<file path="src/rtl/axi4l_dpram_x32_if.sv">
// AXI4-Lite signal bundle shared by the fabric master and the axi4l_dpram_x32 slave.
interface axi4l_if;
  logic        awvalid;
  logic        awready;
  logic [31:0] awaddr;
  logic [2:0]  awprot;
  logic        wvalid;
  logic        wready;
  logic [31:0] wdata;
  logic [3:0]  wstrb;
  logic        bvalid;
  logic        bready;
  logic [1:0]  bresp;
  logic        arvalid;
  logic        arready;
  logic [31:0] araddr;
  logic [2:0]  arprot;
  logic        rvalid;
  logic        rready;
  logic [31:0] rdata;
  logic [1:0]  rresp;

  modport slave (
    input  awvalid, awaddr, awprot, wvalid, wdata, wstrb, bready, arvalid, araddr, arprot, rready,
    output awready, wready, bvalid, bresp, arready, rvalid, rdata, rresp
  );

  modport master (
    output awvalid, awaddr, awprot, wvalid, wdata, wstrb, bready, arvalid, araddr, arprot, rready,
    input  awready, wready, bvalid, bresp, arready, rvalid, rdata, rresp
  );
endinterface

</file>
<file path="src/rtl/axi4l_dpram_x32.sv">
// AXI4-Lite slave over a simple dual-port 32-bit RAM; independent write and read channels.
// Define AXI4L_DPRAM_SLVERR_EN to answer out-of-range addresses with SLVERR instead of aliasing.
module axi4l_dpram_x32 #(
  parameter int unsigned size = 'h80
) (
  input logic    aclk,
  input logic    aresetn,
  axi4l_if.slave axi
);

  localparam int unsigned AddrW = $clog2(size);
  localparam int unsigned Words = size / 4;
  localparam int unsigned IdxW  = AddrW - 2;

  localparam logic [1:0] RespOkay   = 2'b00;
  localparam logic [1:0] RespSlvErr = 2'b10;

  logic [31:0] mem_q [Words];

  logic            aw_valid_q, aw_valid_d;
  logic [IdxW-1:0] aw_idx_q, aw_idx_d;
  logic            aw_err_q, aw_err_d;
  logic            w_valid_q, w_valid_d;
  logic [31:0]     w_data_q, w_data_d;
  logic [3:0]      w_strb_q, w_strb_d;
  logic            bvalid_q, bvalid_d;
  logic [1:0]      bresp_q, bresp_d;
  logic            ar_valid_q, ar_valid_d;
  logic [IdxW-1:0] ar_idx_q, ar_idx_d;
  logic            ar_err_q, ar_err_d;
  logic            rvalid_q, rvalid_d;
  logic [31:0]     rdata_q, rdata_d;
  logic [1:0]      rresp_q, rresp_d;

  logic aw_hs, w_hs, ar_hs;
  logic wr_commit, rd_fire, mem_we;
  logic aw_oor, ar_oor;

`ifdef AXI4L_DPRAM_SLVERR_EN
  assign aw_oor = |axi.awaddr[31:AddrW];
  assign ar_oor = |axi.araddr[31:AddrW];
`else
  assign aw_oor = 1'b0;
  assign ar_oor = 1'b0;
`endif

  // Protection, sub-word and (in the aliasing build) upper address bits carry no meaning here.
  logic unused_sig;
  assign unused_sig = ^{axi.awprot, axi.arprot, axi.awaddr[1:0], axi.araddr[1:0],
                        axi.awaddr[31:AddrW], axi.araddr[31:AddrW]};

  assign axi.awready = ~aw_valid_q;
  assign axi.wready  = ~w_valid_q;
  assign axi.arready = ~ar_valid_q;
  assign axi.bvalid  = bvalid_q;
  assign axi.bresp   = bresp_q;
  assign axi.rvalid  = rvalid_q;
  assign axi.rdata   = rdata_q;
  assign axi.rresp   = rresp_q;

  assign aw_hs     = axi.awvalid & ~aw_valid_q;
  assign w_hs      = axi.wvalid & ~w_valid_q;
  assign ar_hs     = axi.arvalid & ~ar_valid_q;
  assign wr_commit = aw_valid_q & w_valid_q & ~(bvalid_q & ~axi.bready);
  assign rd_fire   = ar_valid_q & ~(rvalid_q & ~axi.rready);
  // A commit landing on a reset edge is dropped along with the request.
  assign mem_we    = wr_commit & ~aw_err_q & aresetn;

  always_comb begin
    aw_valid_d = aw_valid_q;
    aw_idx_d   = aw_idx_q;
    aw_err_d   = aw_err_q;
    w_valid_d  = w_valid_q;
    w_data_d   = w_data_q;
    w_strb_d   = w_strb_q;
    bvalid_d   = bvalid_q;
    bresp_d    = bresp_q;

    // Handshake and commit on a channel are exclusive: ready is low while its flag is set.
    if (aw_hs) begin
      aw_valid_d = 1'b1;
      aw_idx_d   = axi.awaddr[AddrW-1:2];
      aw_err_d   = aw_oor;
    end else if (wr_commit) begin
      aw_valid_d = 1'b0;
    end

    if (w_hs) begin
      w_valid_d = 1'b1;
      w_data_d  = axi.wdata;
      w_strb_d  = axi.wstrb;
    end else if (wr_commit) begin
      w_valid_d = 1'b0;
    end

    if (wr_commit) begin
      bvalid_d = 1'b1;
      bresp_d  = aw_err_q ? RespSlvErr : RespOkay;
    end else if (axi.bready) begin
      bvalid_d = 1'b0;
    end
  end

  always_comb begin
    ar_valid_d = ar_valid_q;
    ar_idx_d   = ar_idx_q;
    ar_err_d   = ar_err_q;
    rvalid_d   = rvalid_q;
    rdata_d    = rdata_q;
    rresp_d    = rresp_q;

    if (ar_hs) begin
      ar_valid_d = 1'b1;
      ar_idx_d   = axi.araddr[AddrW-1:2];
      ar_err_d   = ar_oor;
    end else if (rd_fire) begin
      ar_valid_d = 1'b0;
    end

    // mem_q is sampled before this edge's write lands, giving read-before-write.
    if (rd_fire) begin
      rvalid_d = 1'b1;
      rdata_d  = ar_err_q ? 32'h0 : mem_q[ar_idx_q];
      rresp_d  = ar_err_q ? RespSlvErr : RespOkay;
    end else if (axi.rready) begin
      rvalid_d = 1'b0;
    end
  end

  always_ff @(posedge aclk) begin
    if (!aresetn) begin
      aw_valid_q <= 1'b0;
      aw_idx_q   <= '0;
      aw_err_q   <= 1'b0;
      w_valid_q  <= 1'b0;
      w_data_q   <= '0;
      w_strb_q   <= '0;
      bvalid_q   <= 1'b0;
      bresp_q    <= RespOkay;
      ar_valid_q <= 1'b0;
      ar_idx_q   <= '0;
      ar_err_q   <= 1'b0;
      rvalid_q   <= 1'b0;
      rdata_q    <= '0;
      rresp_q    <= RespOkay;
    end else begin
      aw_valid_q <= aw_valid_d;
      aw_idx_q   <= aw_idx_d;
      aw_err_q   <= aw_err_d;
      w_valid_q  <= w_valid_d;
      w_data_q   <= w_data_d;
      w_strb_q   <= w_strb_d;
      bvalid_q   <= bvalid_d;
      bresp_q    <= bresp_d;
      ar_valid_q <= ar_valid_d;
      ar_idx_q   <= ar_idx_d;
      ar_err_q   <= ar_err_d;
      rvalid_q   <= rvalid_d;
      rdata_q    <= rdata_d;
      rresp_q    <= rresp_d;
    end
  end

  always_ff @(posedge aclk) begin
    if (mem_we) begin
      for (int b = 0; b < 4; b++) begin
        if (w_strb_q[b]) begin
          mem_q[aw_idx_q][8*b +: 8] <= w_data_q[8*b +: 8];
        end
      end
    end
  end

endmodule

</file>
<file path="src/flat_wrapper.sv">
// flat-port wrapper written by rule: the top's interface ports become plain ports
module axi4l_dpram_x32_flat 
#(
  parameter int unsigned size = 'h80
)
  (aclk, aresetn, axi_awvalid, axi_awaddr, axi_awprot, axi_wvalid, axi_wdata, axi_wstrb, axi_bready, axi_arvalid, axi_araddr, axi_arprot, axi_rready, axi_awready, axi_wready, axi_bvalid, axi_bresp, axi_arready, axi_rvalid, axi_rdata, axi_rresp);
  axi4l_if axi_i ();
  input logic aclk;
  input logic aresetn;
  input wire logic [$bits(axi_i.awvalid)-1:0] axi_awvalid;
  input wire logic [$bits(axi_i.awaddr)-1:0] axi_awaddr;
  input wire logic [$bits(axi_i.awprot)-1:0] axi_awprot;
  input wire logic [$bits(axi_i.wvalid)-1:0] axi_wvalid;
  input wire logic [$bits(axi_i.wdata)-1:0] axi_wdata;
  input wire logic [$bits(axi_i.wstrb)-1:0] axi_wstrb;
  input wire logic [$bits(axi_i.bready)-1:0] axi_bready;
  input wire logic [$bits(axi_i.arvalid)-1:0] axi_arvalid;
  input wire logic [$bits(axi_i.araddr)-1:0] axi_araddr;
  input wire logic [$bits(axi_i.arprot)-1:0] axi_arprot;
  input wire logic [$bits(axi_i.rready)-1:0] axi_rready;
  output wire logic [$bits(axi_i.awready)-1:0] axi_awready;
  output wire logic [$bits(axi_i.wready)-1:0] axi_wready;
  output wire logic [$bits(axi_i.bvalid)-1:0] axi_bvalid;
  output wire logic [$bits(axi_i.bresp)-1:0] axi_bresp;
  output wire logic [$bits(axi_i.arready)-1:0] axi_arready;
  output wire logic [$bits(axi_i.rvalid)-1:0] axi_rvalid;
  output wire logic [$bits(axi_i.rdata)-1:0] axi_rdata;
  output wire logic [$bits(axi_i.rresp)-1:0] axi_rresp;
  assign axi_i.awvalid = axi_awvalid;
  assign axi_i.awaddr = axi_awaddr;
  assign axi_i.awprot = axi_awprot;
  assign axi_i.wvalid = axi_wvalid;
  assign axi_i.wdata = axi_wdata;
  assign axi_i.wstrb = axi_wstrb;
  assign axi_i.bready = axi_bready;
  assign axi_i.arvalid = axi_arvalid;
  assign axi_i.araddr = axi_araddr;
  assign axi_i.arprot = axi_arprot;
  assign axi_i.rready = axi_rready;
  assign axi_awready = axi_i.awready;
  assign axi_wready = axi_i.wready;
  assign axi_bvalid = axi_i.bvalid;
  assign axi_bresp = axi_i.bresp;
  assign axi_arready = axi_i.arready;
  assign axi_rvalid = axi_i.rvalid;
  assign axi_rdata = axi_i.rdata;
  assign axi_rresp = axi_i.rresp;
  axi4l_dpram_x32 #(.size(size)) u_core (.aclk(aclk), .aresetn(aresetn), .axi(axi_i));
endmodule
</file>
<file path="config.mk">
export PLATFORM = sky130hd
export DESIGN_NAME = axi4l_dpram_x32_flat
export DESIGN_NICKNAME = d
export VERILOG_FILES = /design/src/rtl/axi4l_dpram_x32_if.sv /design/src/rtl/axi4l_dpram_x32.sv /design/src/flat_wrapper.sv
export SDC_FILE = /design/constraint.sdc
export NUM_CORES = 1
export LEC_CHECK = 0
export CORE_MARGIN = 3
export CORE_UTILIZATION = 61
export CTS_CLUSTER_SIZE = 20
export DETAILED_ROUTE_END_ITERATION = 12
export GPL_TIMING_DRIVEN = 0
export PLACE_DENSITY = 0.82
export SLEW_MARGIN = 30
export SYNTH_ARGS = -nofsm -noshare
export SYNTH_HDL_FRONTEND = slang
export SYNTH_SLANG_ARGS = --single-unit
</file>
<file path="constraint.sdc">
create_clock -name aclk -period 2.4 [get_ports aclk]
set_clock_uncertainty 0.05 [all_clocks]
set_input_delay 0.48 -clock aclk [delete_from_list [all_inputs] [get_ports aclk]]
set_output_delay 0.48 -clock aclk [all_outputs]
set_load 0.05 [all_outputs]
</file>
**Word level (Yosys, flattened, before mapping)**

Memory sizes are Yosys's and may differ from the RTL's. A register that Yosys moved wholly into a read port is not among the register bits.
Index checks and enable logic that the tools add are counted.

- Register bits after elaboration: 51
- Bits in writable memories: 1024
- Word-level logic and storage cells: 53
- Memories kept: 1

- Mux-type cells: 21
- Bitwise gates (word level): 16
- Reductions and logical operators: 6

Memory list:

| memory | depth | bits a word | read ports | clocked after Yosys merged registers in | wr ports | RTL line | text |
|---|---|---|---|---|---|---|---|
| u_core.mem_q | 32 | 32 | 1 | 1 | 1 | axi4l_dpram_x32.sv:18 | `logic [31:0] mem_q [Words];` |

Operators by type and width:

| operator | number |
|---|---|
| $mux 1 | 21 |
| $reduce_bool 2->1 | 5 |
| $and 1x1->1 | 9 |
| $not 1->1 | 7 |
| $logic_not 1->1 | 1 |

**Logic depth before layout (Yosys ltp)**

- Word-level depth: 7
- Mapped depth: 10
- Gate-level depth less buffers: 5

**Worst setup path after synthesis**

Ideal clock, no wire load.

- Path kind: reg-to-reg
- From: register u_core.bvalid_q (netlist: u_core.axi.bvalid)
- To: memory u_core.mem_q[10][0] (enable)
- Arrival time: 1597 ps
- Path slack: 383 ps
- Stages on the path, launching flop included: 6
- Path buffers: 1
- Clock period less this slack: 2017 ps
- Cell sequence: dfxtp_1 > nand2b_1 > and4_1 > nand2_1 > clkbuf_1 > nor2_1

- Longest elaborated chain between the ends: 6

Ends and longest elaborated chain:

| element | RTL line | text |
|---|---|---|
| from (decl) | axi4l_dpram_x32.sv:26 | `logic bvalid_q, bvalid_d;` |
| from (signal assigned) | axi4l_dpram_x32.sv:153 | `bvalid_q <= bvalid_d;` |
| $and 1x1->1 | axi4l_dpram_x32.sv:64 | `assign wr_commit = aw_valid_q & w_valid_q & ~(bvalid_q & ~axi.bready);` |
| $not 1->1 | axi4l_dpram_x32.sv:64 |  |
| $and 1x1->1 | axi4l_dpram_x32.sv:64 |  |
| $and 1x1->1 | axi4l_dpram_x32.sv:67 | `assign mem_we = wr_commit & ~aw_err_q & aresetn;` |
| $mux 1 | axi4l_dpram_x32.sv:165 | `if (mem_we) begin` |
| $mux 1 (not written as such) | axi4l_dpram_x32.sv:168 | `mem_q[aw_idx_q][8*b +: 8] <= w_data_q[8*b +: 8];` |
| to (decl) | axi4l_dpram_x32.sv:18 |  |

No other way between the ends.

**Final worst setup path**

- From: register u_core.aw_idx_q[1]
- To: memory u_core.mem_q[26][20] (enable)

RTL lines:

| element | RTL line | text |
|---|---|---|
| from (decl) | axi4l_dpram_x32.sv:21 | `logic [IdxW-1:0] aw_idx_q, aw_idx_d;` |
| from (signal assigned) | axi4l_dpram_x32.sv:148 | `aw_idx_q <= aw_idx_d;` |

No word-level cell before the write port.

==> results.cfg <==
[global_routing]
grt_pass1_vias = 24900
grt_util_met1 = 0.433
top_usage_layer = met2
grt_pass1_wl_um = 175000
grt_max_degree = 34
track_usage = 0.336
grt_use_met2 = 0.503
grt_overflow = 0
antenna_found_initial = 2
grtUsageMet3 = 0.121

[clock_network]
cts.path.max_buffers = 3
htree_levels = 3
cts_made_buffers = 101
clock_sinks = 1107
ctsRootBufferMaster = clkbuf_16
clock_latency_ps = 710
cts_tree = done
clk_pin_slew_ps = 60
cts_hold_buffers = 0

[synthesis]
synth_top_family_by_area = multiplexers
synth-edff-count = 1024
synthArstFlopShare = 0
synth_xor_area_frac = 0
yosysSeqAreaShare = 0.750
synth-compound-area-share = 0.0525
synth_flop_cell = edfxtp_1
yosysUniqueCellTypes = 39
ys_warn_count = 0
syn_avg_cell_area_um2 = 18.3
synthAdderAreaFrac = 0
yosys.area_share.simple = 0.0346
synthMuxAreaShare = 0.139
synth_area_um2 = 43200
synth_seq_cells = 1107
postSynthCellCount = 2363

[drt]
avgViaCountPerCell = 7.16
ant_nets = 0
drc = 0
drt-initial-drc-count = 4593
dr.pass1.iters = 9
post_drt_wl_per_cell_um = 36.3
finalWirelength_um = 130000
num_vias = 25700

[power]
power_density_nw_per_um2 = 806
p_total_mw = 41.0
ir_worst_vdd_v = 0.000754
leakagePower_nw = 16.8

[timing]
setup-tns-final_ps = -85030
setup_ws_ps = -343
worstMarginPinSlew_ps = 1020
min_period_over_period = 1.14
finalHoldViolations = 0
max_freq_mhz = 365
fin_crit_ps = 2740
setup_violations = 803
relSlewSlack = 0.321
drv_slew = 0
whs_ps = 314
rsz0062_at_grt = true

[finish]
drive_gt1_frac = 0.259
num_antenna_cells = 0
nets = 2682
finalNonFillerCells = 3588
area_delta_synth_final_pct = 17.6

[placement]
hpwl_um = 78300
port_buffers = 89
pre_cts_ws_ps = -1160
place_congestion = 0.981
dp_cells = 3386

[floorplan]
core_um2 = 69400
dieArea_um2 = 74100
rows = 96
start_util = 0.623
die_h_um = 272
die_w_um = 272
ios = 154

[critical_path]
cp_num_buf_inv = 1
end_kind = flip-flop
critPathMaxFanout = 8
worst_ep_arrival_time_ps = 3020
cpMaxStageDelayCell = nand2_1
r2r_start = u_core.aw_idx_q[1]
worstSetupStartpoint = u_core.aw_idx_q[1]
cp-start-kind = flip-flop
path_class = flip-flop to flip-flop
cp_top_family = simple AND/OR/NAND/NOR gates
crit_required_ps = 2680
critical_path.cell_chain = nor2b_1, buf_1, nand2_1, nor2_4
slowest_delay_ps = 650

[flow_run]
cap_violations = 0

[min_path]
holdCritStartpoint = axi_wdata[7]
hp-class = input port to flip-flop

[run_status]
violations = negative setup slack
status = finished with violations
## worst paths after layout
path / end / slack, ps / cells after the start
worst max-delay path: u_core.mem_q[26][20] / -340 / 4
worst min-delay path: u_core.w_data_q[7] / 310 / 3
worst max register to register: u_core.mem_q[26][20] / -340 / 4
worst min register to register: u_core.axi.rdata[13] / 400 / 2
## report_power, final
part / internal [mW] / total [mW] / switching [mW]
registers: 21.2 / 21.6 / 0.435
clock network: 9.02 / 16.3 / 7.31
logic: 1.13 / 3.01 / 1.89
## Yosys cell counts, types with 2 or more instances
library cell	count	area, µm²
mux4_2	110	2480
nor2b_1	44	275
a221oi_1	31	272
a21oi_1	78	390
nor3b_1	3	22.5
clkbuf_1	72	270
edfxtp_1	1024	30700
mux2_2	26	293
a211oi_1	26	195
inv_1	3	11.3
buf_1	5	18.8
buf_2	27	135
nand2b_1	3	18.8
buf_4	15	113
dfxtp_1	83	1660
nand4_1	6	37.5
buf_8	4	60.1
nor2_1	133	499
buf_6	24	270
o211a_1	2	20.0
o41ai_1	26	228
mux2i_1	278	2780
and2_1	2	12.5
nand2_1	157	589
nand3_1	2	10.0
a22oi_1	70	526
buf_12	7	140
a22o_1	32	280
o211ai_1	6	45.0
a21boi_0	38	285
mux4_1	18	473
## tightest hold or removal path, cell delays in order
cell and delay [ps]:
clkdlybuf4s50_1 400, nand2_1 50, a21boi_0 60
## flip-flops by register name (all words and copies together) (netlist names)
| signal | flops |
|---|---|
| u_core.aw_valid_q | 1 |
| u_core.w_valid_q | 1 |
| u_core.w_strb_q | 4 |
| u_core.axi.bvalid | 1 |
| u_core.ar_idx_q | 5 |
| u_core.axi.rdata | 32 |
| u_core.mem_q | 1024 |
| u_core.ar_valid_q | 1 |
| u_core.aw_idx_q | 5 |
| u_core.axi.rvalid | 1 |
| u_core.w_data_q | 32 |
## through the flow
stage	util	cell area [µm²]
finish	0.732	50800
global route	0.732	50800
CTS	0.720	50000
detailed placement	0.653	45300
global placement	0.652	45300
floorplan	-	43200
## layer usage
metal  wire (µm)  vias up  part of all wire
li1            -     9854                 -
met1       42000    12800              0.32
met2       58400     2478              0.45
met3       20100      587              0.15
met4        9890        2             0.076
met5          23        -           0.00018
## layout make-up
type	instances	area (µm²)
flip-flops and latches	1107	32500
multi-input cells	1102	11400
clock inverters	60	613
repair buffers	104	1120
well taps	931	1160
fillers	3728	18600
clock buffers	131	2710
inverters	3	11.3
plain buffers	150	1370
## logic make-up (layout without fill, tap and decap cells)
logic type | after synthesis | in the layout
other cells | 1 | 4
simple gates | 354 | 354
mux | 432 | 432
compound gates | 312 | 312
buf+inv | 157 | 448
flops | 1107 | 1107
## cells in the final DEF (no fill, tap or decap), types with 43 or more instances in the layout
cell	Yosys	final
mux2i_1	278	273
nand2_1	157	133
a21oi_1	78	72
clkdlybuf4s50_1	0	58
nor2b_1	44	43
nor2_4	0	127
edfxtp_1	1024	1024
a22oi_1	70	70
clkbuf_16	0	102
mux4_2	110	112
clkbuf_1	72	44
dfxtp_1	83	49
## timing repair
action	4_1_cts	5_1_grt
pin swaps	0	16
gates resized for setup	371	198
endpoints found under the setup margin	1076	937
setup buffers	1	12
cloned	0	1
No activity file was read; power rests on OpenSTA's default activity.
